File: config.mk
export PLATFORM = sky130hd
export DESIGN_NAME = gearbox_tx_param
export DESIGN_NICKNAME = d
export VERILOG_FILES = /design/src/rtl/gearbox_tx_param.sv
export SDC_FILE = /design/constraint.sdc
export NUM_CORES = 1
export LEC_CHECK = 0
export CORE_UTILIZATION = 55
export DETAILED_ROUTE_END_ITERATION = 12
export HOLD_SLACK_MARGIN = 0.05
export PLACE_DENSITY_LB_ADDON = 0.25
export SLEW_MARGIN = 40
export SYNTH_ARGS = -nofsm -noshare
export SYNTH_HDL_FRONTEND = slang
export SYNTH_SLANG_ARGS = --single-unit
File: constraint.sdc
create_clock -name clock -period 2.9 [get_ports clock]
set_clock_uncertainty 0.15 [all_clocks]
set_input_delay 0.725 -clock clock [delete_from_list [all_inputs] [get_ports clock]]
set_output_delay 0.725 -clock clock [all_outputs]
set_load 0.01 [all_outputs]
File: src/rtl/gearbox_tx_param.sv
// TX gearbox: packs IN_WIDTH-bit scrambled blocks into OUT_WIDTH-bit line words.
// Line side is paced by out_en; the input side is throttled through in_ready.
module gearbox_tx_param #(
   parameter int IN_WIDTH        = 66,
   parameter int OUT_WIDTH       = 64,
   parameter int MSB_FIRST       = 0,
   parameter int UFLOW_CNT_WIDTH = 16
) (
   input  logic                                       clock,
   input  logic                                       reset_n,
   input  logic                                       clear,
   input  logic [IN_WIDTH-1:0]                        in_data,
   input  logic                                       in_valid,
   output logic                                       in_ready,
   input  logic                                       out_en,
   output logic [OUT_WIDTH-1:0]                       out_data,
   output logic                                       out_valid,
   output logic [UFLOW_CNT_WIDTH-1:0]                 uflow_count,
   output logic [$clog2(IN_WIDTH+OUT_WIDTH+1)-1:0]    fill_level
);

   localparam int CAP   = IN_WIDTH + OUT_WIDTH;
   localparam int CNT_W = $clog2(CAP + 1);

   logic [CAP-1:0]             buf_reg, buf_next, buf_shifted, blk_placed;
   logic [CNT_W-1:0]           count_reg, count_next, base;
   logic [IN_WIDTH-1:0]        blk;
   logic [OUT_WIDTH-1:0]       out_data_reg;
   logic                       out_valid_reg;
   logic [UFLOW_CNT_WIDTH-1:0] uflow_reg;
   logic                       emit, accept, ready_int;

   // Optional bit reversal so the chosen end of the block goes out first.
   generate
      for (genvar gi = 0; gi < IN_WIDTH; gi++) begin : g_order
         if (MSB_FIRST != 0) begin : g_rev
            assign blk[gi] = in_data[IN_WIDTH-1-gi];
         end else begin : g_fwd
            assign blk[gi] = in_data[gi];
         end
      end
   endgenerate

   always_comb begin
      emit        = out_en && (count_reg >= CNT_W'(OUT_WIDTH));
      base        = emit ? (count_reg - CNT_W'(OUT_WIDTH)) : count_reg;
      ready_int   = reset_n && !clear && (base <= CNT_W'(OUT_WIDTH));
      accept      = in_valid && ready_int;
      buf_shifted = emit ? (buf_reg >> OUT_WIDTH) : buf_reg;
      // Bits above count are always zero, so a plain OR places the new block.
      blk_placed  = {{OUT_WIDTH{1'b0}}, blk} << base;
      buf_next    = accept ? (buf_shifted | blk_placed) : buf_shifted;
      count_next  = accept ? (base + CNT_W'(IN_WIDTH)) : base;
   end

   always_ff @(posedge clock or negedge reset_n) begin
      if (!reset_n) begin
         buf_reg       <= '0;
         count_reg     <= '0;
         out_data_reg  <= '0;
         out_valid_reg <= 1'b0;
         uflow_reg     <= '0;
      end else if (clear) begin
         buf_reg       <= '0;
         count_reg     <= '0;
         out_data_reg  <= '0;
         out_valid_reg <= 1'b0;
         uflow_reg     <= '0;
      end else begin
         buf_reg   <= buf_next;
         count_reg <= count_next;
         if (emit) begin
            out_data_reg  <= buf_reg[OUT_WIDTH-1:0];
            out_valid_reg <= 1'b1;
         end else if (out_en) begin
            // Never emit a partial word: underflow sends zeros and is counted.
            out_data_reg  <= '0;
            out_valid_reg <= 1'b0;
            if (uflow_reg != '1) begin
               uflow_reg <= uflow_reg + UFLOW_CNT_WIDTH'(1);
            end
         end
      end
   end

   assign in_ready    = ready_int;
   assign out_data    = out_data_reg;
   assign out_valid   = out_valid_reg;
   assign uflow_count = uflow_reg;
   assign fill_level  = count_reg;

endmodule

==> run_results.csv <==
group,metric,value,unit
routing,drt_first_iter_violations,2024,
status,run_status,"completed",
routing,routed_wl,54.8,mm
setup_path,critPathMaxFanout,2,
worst_hold_path,worstHoldEndpoint,"buf_reg[128]",
sta,rsz0062_at_grt,"yes",
sta,finalSetupViolations,0,
floorplanning,ios,161,
setup_path,r2r_end,"buf_reg[104]",
setup_path,slowest_delay,0.51,ns
logic_synthesis,synth_most_common_cell,"dfrtp_1",
setup_path,startpoint_type,"register",
clock_network,numCtsBuffers,24,
global_route,grt_overflow_total,0,
setup_path,cp-end-kind,"primary output",
setup_path,crit_arrival,2.00,ns
placed_design,place.gp.congestion,1.01,
power_and_ir_drop,powerDensity,572,nW/um^2
logic_synthesis,ys_ff_latch,218,
sta,max_freq,0.347,GHz
setup_path,reg2reg_slack,0.04,ns
floorplanning,initial_core_util,0.562,
routing,viasPerCell,6.88,
clock_network,clock-root-buffer,"clkbuf_16",
global_route,grtUsageMet2,0.610,
setup_path,ff2ff_path_depth,9,
finish,n_fill_cell,1831,
setup_path,required,2.03,ns
global_route,grt.busiest_layer,"met2",
global_route,antenna_found_initial,0,
routing,wl_per_cell,26.7,um
global_route,grt_pass1_vias,13400,
logic_synthesis,synth_area_leaders,"dfrtp_1 38%, mux4_2 11%, mux2i_1 6.4%",
run,cap_viol_max_count,0,
setup_path,crit_buf_inv,1,
clock_network,cts.sinks,218,
clock_network,clk_pin_slew_worst_paths,0.06,ns
logic_synthesis,synth_top_area_share,0.385,
global_route,grt_max_degree,165,
setup_path,cpMaxStageDelayCell,"dfrtp_4",
finish,largest_register_ffs,130,
clock_network,cts_tree,"done",
logic_synthesis,ys_warn_count,0,
floorplanning,coreArea,25300,um^2
sta,worstMarginPinSlew,0.818,ns
sta,maxSlewHeadroom,0.454,
floorplanning,die_h,163,um
setup_path,rr_startpoint,"fill_level[1]",
routing,num_vias,14100,
sta,hold_ws,0.322,ns
logic_synthesis,synthesis.area,14200,um^2
logic_synthesis,synth_top_flop_cell,"dfrtp_1",
finish,antennaDiodeCount,0,
routing,ant_nets,0,
clock_network,max-clock-path-buffers,3,
logic_synthesis,synth_top_area_cell,"dfrtp_1",
worst_hold_path,min_from,"buf_reg[128]",
sta,period_share,0.993,
logic_synthesis,synth_cell_types,77,
logic_synthesis,synth-edff-count,0,
routing,first_pass_iters,8,
finish,layout-drive-gt1-share,0.263,
sta,fin_ws,0.0214,ns
sta,final.min_clock_period,2.88,ns
logic_synthesis,avgSynthCellArea,10.2,um^2
logic_synthesis,synthCells,1388,
clock_network,clock_latency,0.54,ns
logic_synthesis,synth-seq-area-share,0.385,
sta,setup_tns,0,ns
worst_hold_path,hold_depth,2,
setup_path,path_cells,"nor3_4 -> nand2_1 -> a2111oi_4 -> buf_2",
worst_hold_path,hold_path.class,"reg2reg",
floorplanning,num_rows,58,
routing,drc,0,
placed_design,port_buffers,159,
finish,fin_nets,1779,
floorplanning,dieWidth,163,um
global_route,gr-usage-met1,0.593,
global_route,met3_usage,0.0932,
global_route,globalRouteTotalUtil,0.418,
setup_path,cpLargestDelayFamily,"flip-flops",
clock_network,htree_levels,1,
logic_synthesis,synth_nets,1462,
logic_synthesis,ys_async_sr_fraction,1.00,
sta,drv_slew,0,
placed_design,dp_slack,-0.605,ns
floorplanning,fp.dieArea,26400,um^2
power_and_ir_drop,irDropWorstVdd,0.000578,V
setup_path,critical_path_class,"reg2out",
power_and_ir_drop,total_power,10.7,mW
power_and_ir_drop,p_leak,7.93,nW
global_route,grt_pass1_wl,83.0,mm
placed_design,dp_hpwl,40.8,mm
finish,area_delta_synth_final,32.4,%
sta,hold_viol,0,
logic_synthesis,synth_common_cells,"218 x dfrtp_1, 176 x nand2_1, 91 x nor2_1, 90 x mux2i_1, 73 x clkbuf_1",
final cells by class:
class	count	area (um^2)	area share
tap	330	413	0.0220
inverter	11	41.3	0.00220
multi-input combinational	1030	8210	0.437
sequential	218	5470	0.291
timing repair buffer	420	3880	0.207
clock inverter	10	95.1	0.00506
clock buffer	33	674	0.0359
stage by stage:
step,utilization,cells,area [um^2]
floorplan,-,1388,14200
global placement,0.706,2002,17800
detailed placement,0.707,2002,17800
CTS,0.741,2051,18700
global route,0.744,2052,18800
finish,0.744,2052,18800
timing repair:
action                                  4_1_cts  5_1_grt
endpoints found under the setup margin        2        6
buffers inserted                              4        0
gates resized for setup                      11        8
cloned                                        1        0
hold buffers                                  1        0
hold endpoints to repair                      1        0
pin swaps                                     1        1
routing by layer:
layer,vias to the layer above,share of wire
met4,0,0.054
li1,6026,-
met5,-,0
met2,991,0.43
met3,195,0.12
met1,6903,0.40
worst reg2reg max path: stages, from the launching register on:
cell and delay, ns:
dfrtp_4 0.50, buf_12 0.12, buf_4 0.21, mux4_2 0.58, mux2_2 0.31, mux2i_1 0.16, buf_4 0.18, a2bb2oi_1 0.26
buf_4 0.17, o221ai_1 0.11
kinds of logic (layout without fill, tap and decap cells):
kind of cell               after synthesis  count (layout)  synth area share
buffers and inverters                  140             474            0.0443
DFF                                    218             218             0.385
xor gates and xnor gates                15              15            0.0103
and+or+nand+nor                        380             380             0.122
AOI/OAI and AO/OA                      417             417             0.220
other                                    1               1          0.000264
adders and majority gates                3               3           0.00265
muxes                                  214             214             0.216
worst max path at each step:
stage / start / to / slack (ns) / cells past startpoint
after floorplan: fill_level[6] / in_ready / 0.01 / 7
after global placement: out_en / buf_reg[93] / -0.58 / 7
after detailed placement: out_en / in_ready / -0.61 / 5
after CTS: fill_level[2] / in_ready / -0.02 / 4
after global routing: fill_level[7] / in_ready / -0.005 / 6
final: fill_level[2] / in_ready / 0.02 / 4
where the power goes:
group	leakage [nW]	internal, mW	switching (mW)
Combinational	4.54	1.86	2.32
Clock	0.376	1.72	1.31
Sequential	3.01	3.32	0.222
cells in the final DEF, fill, tap and decap left out, drive strengths merged, types with 33 or more instances in the layout:
master	count
a21oi	37
a22o	70
buf	262
clkbuf	33
clkdlybuf4s50	154
dfrtp	218
mux2	56
mux2i	90
mux4	68
nand2	176
nor2	91
o21ai	52
Note: power is estimated with default switching activity, not from simulation.
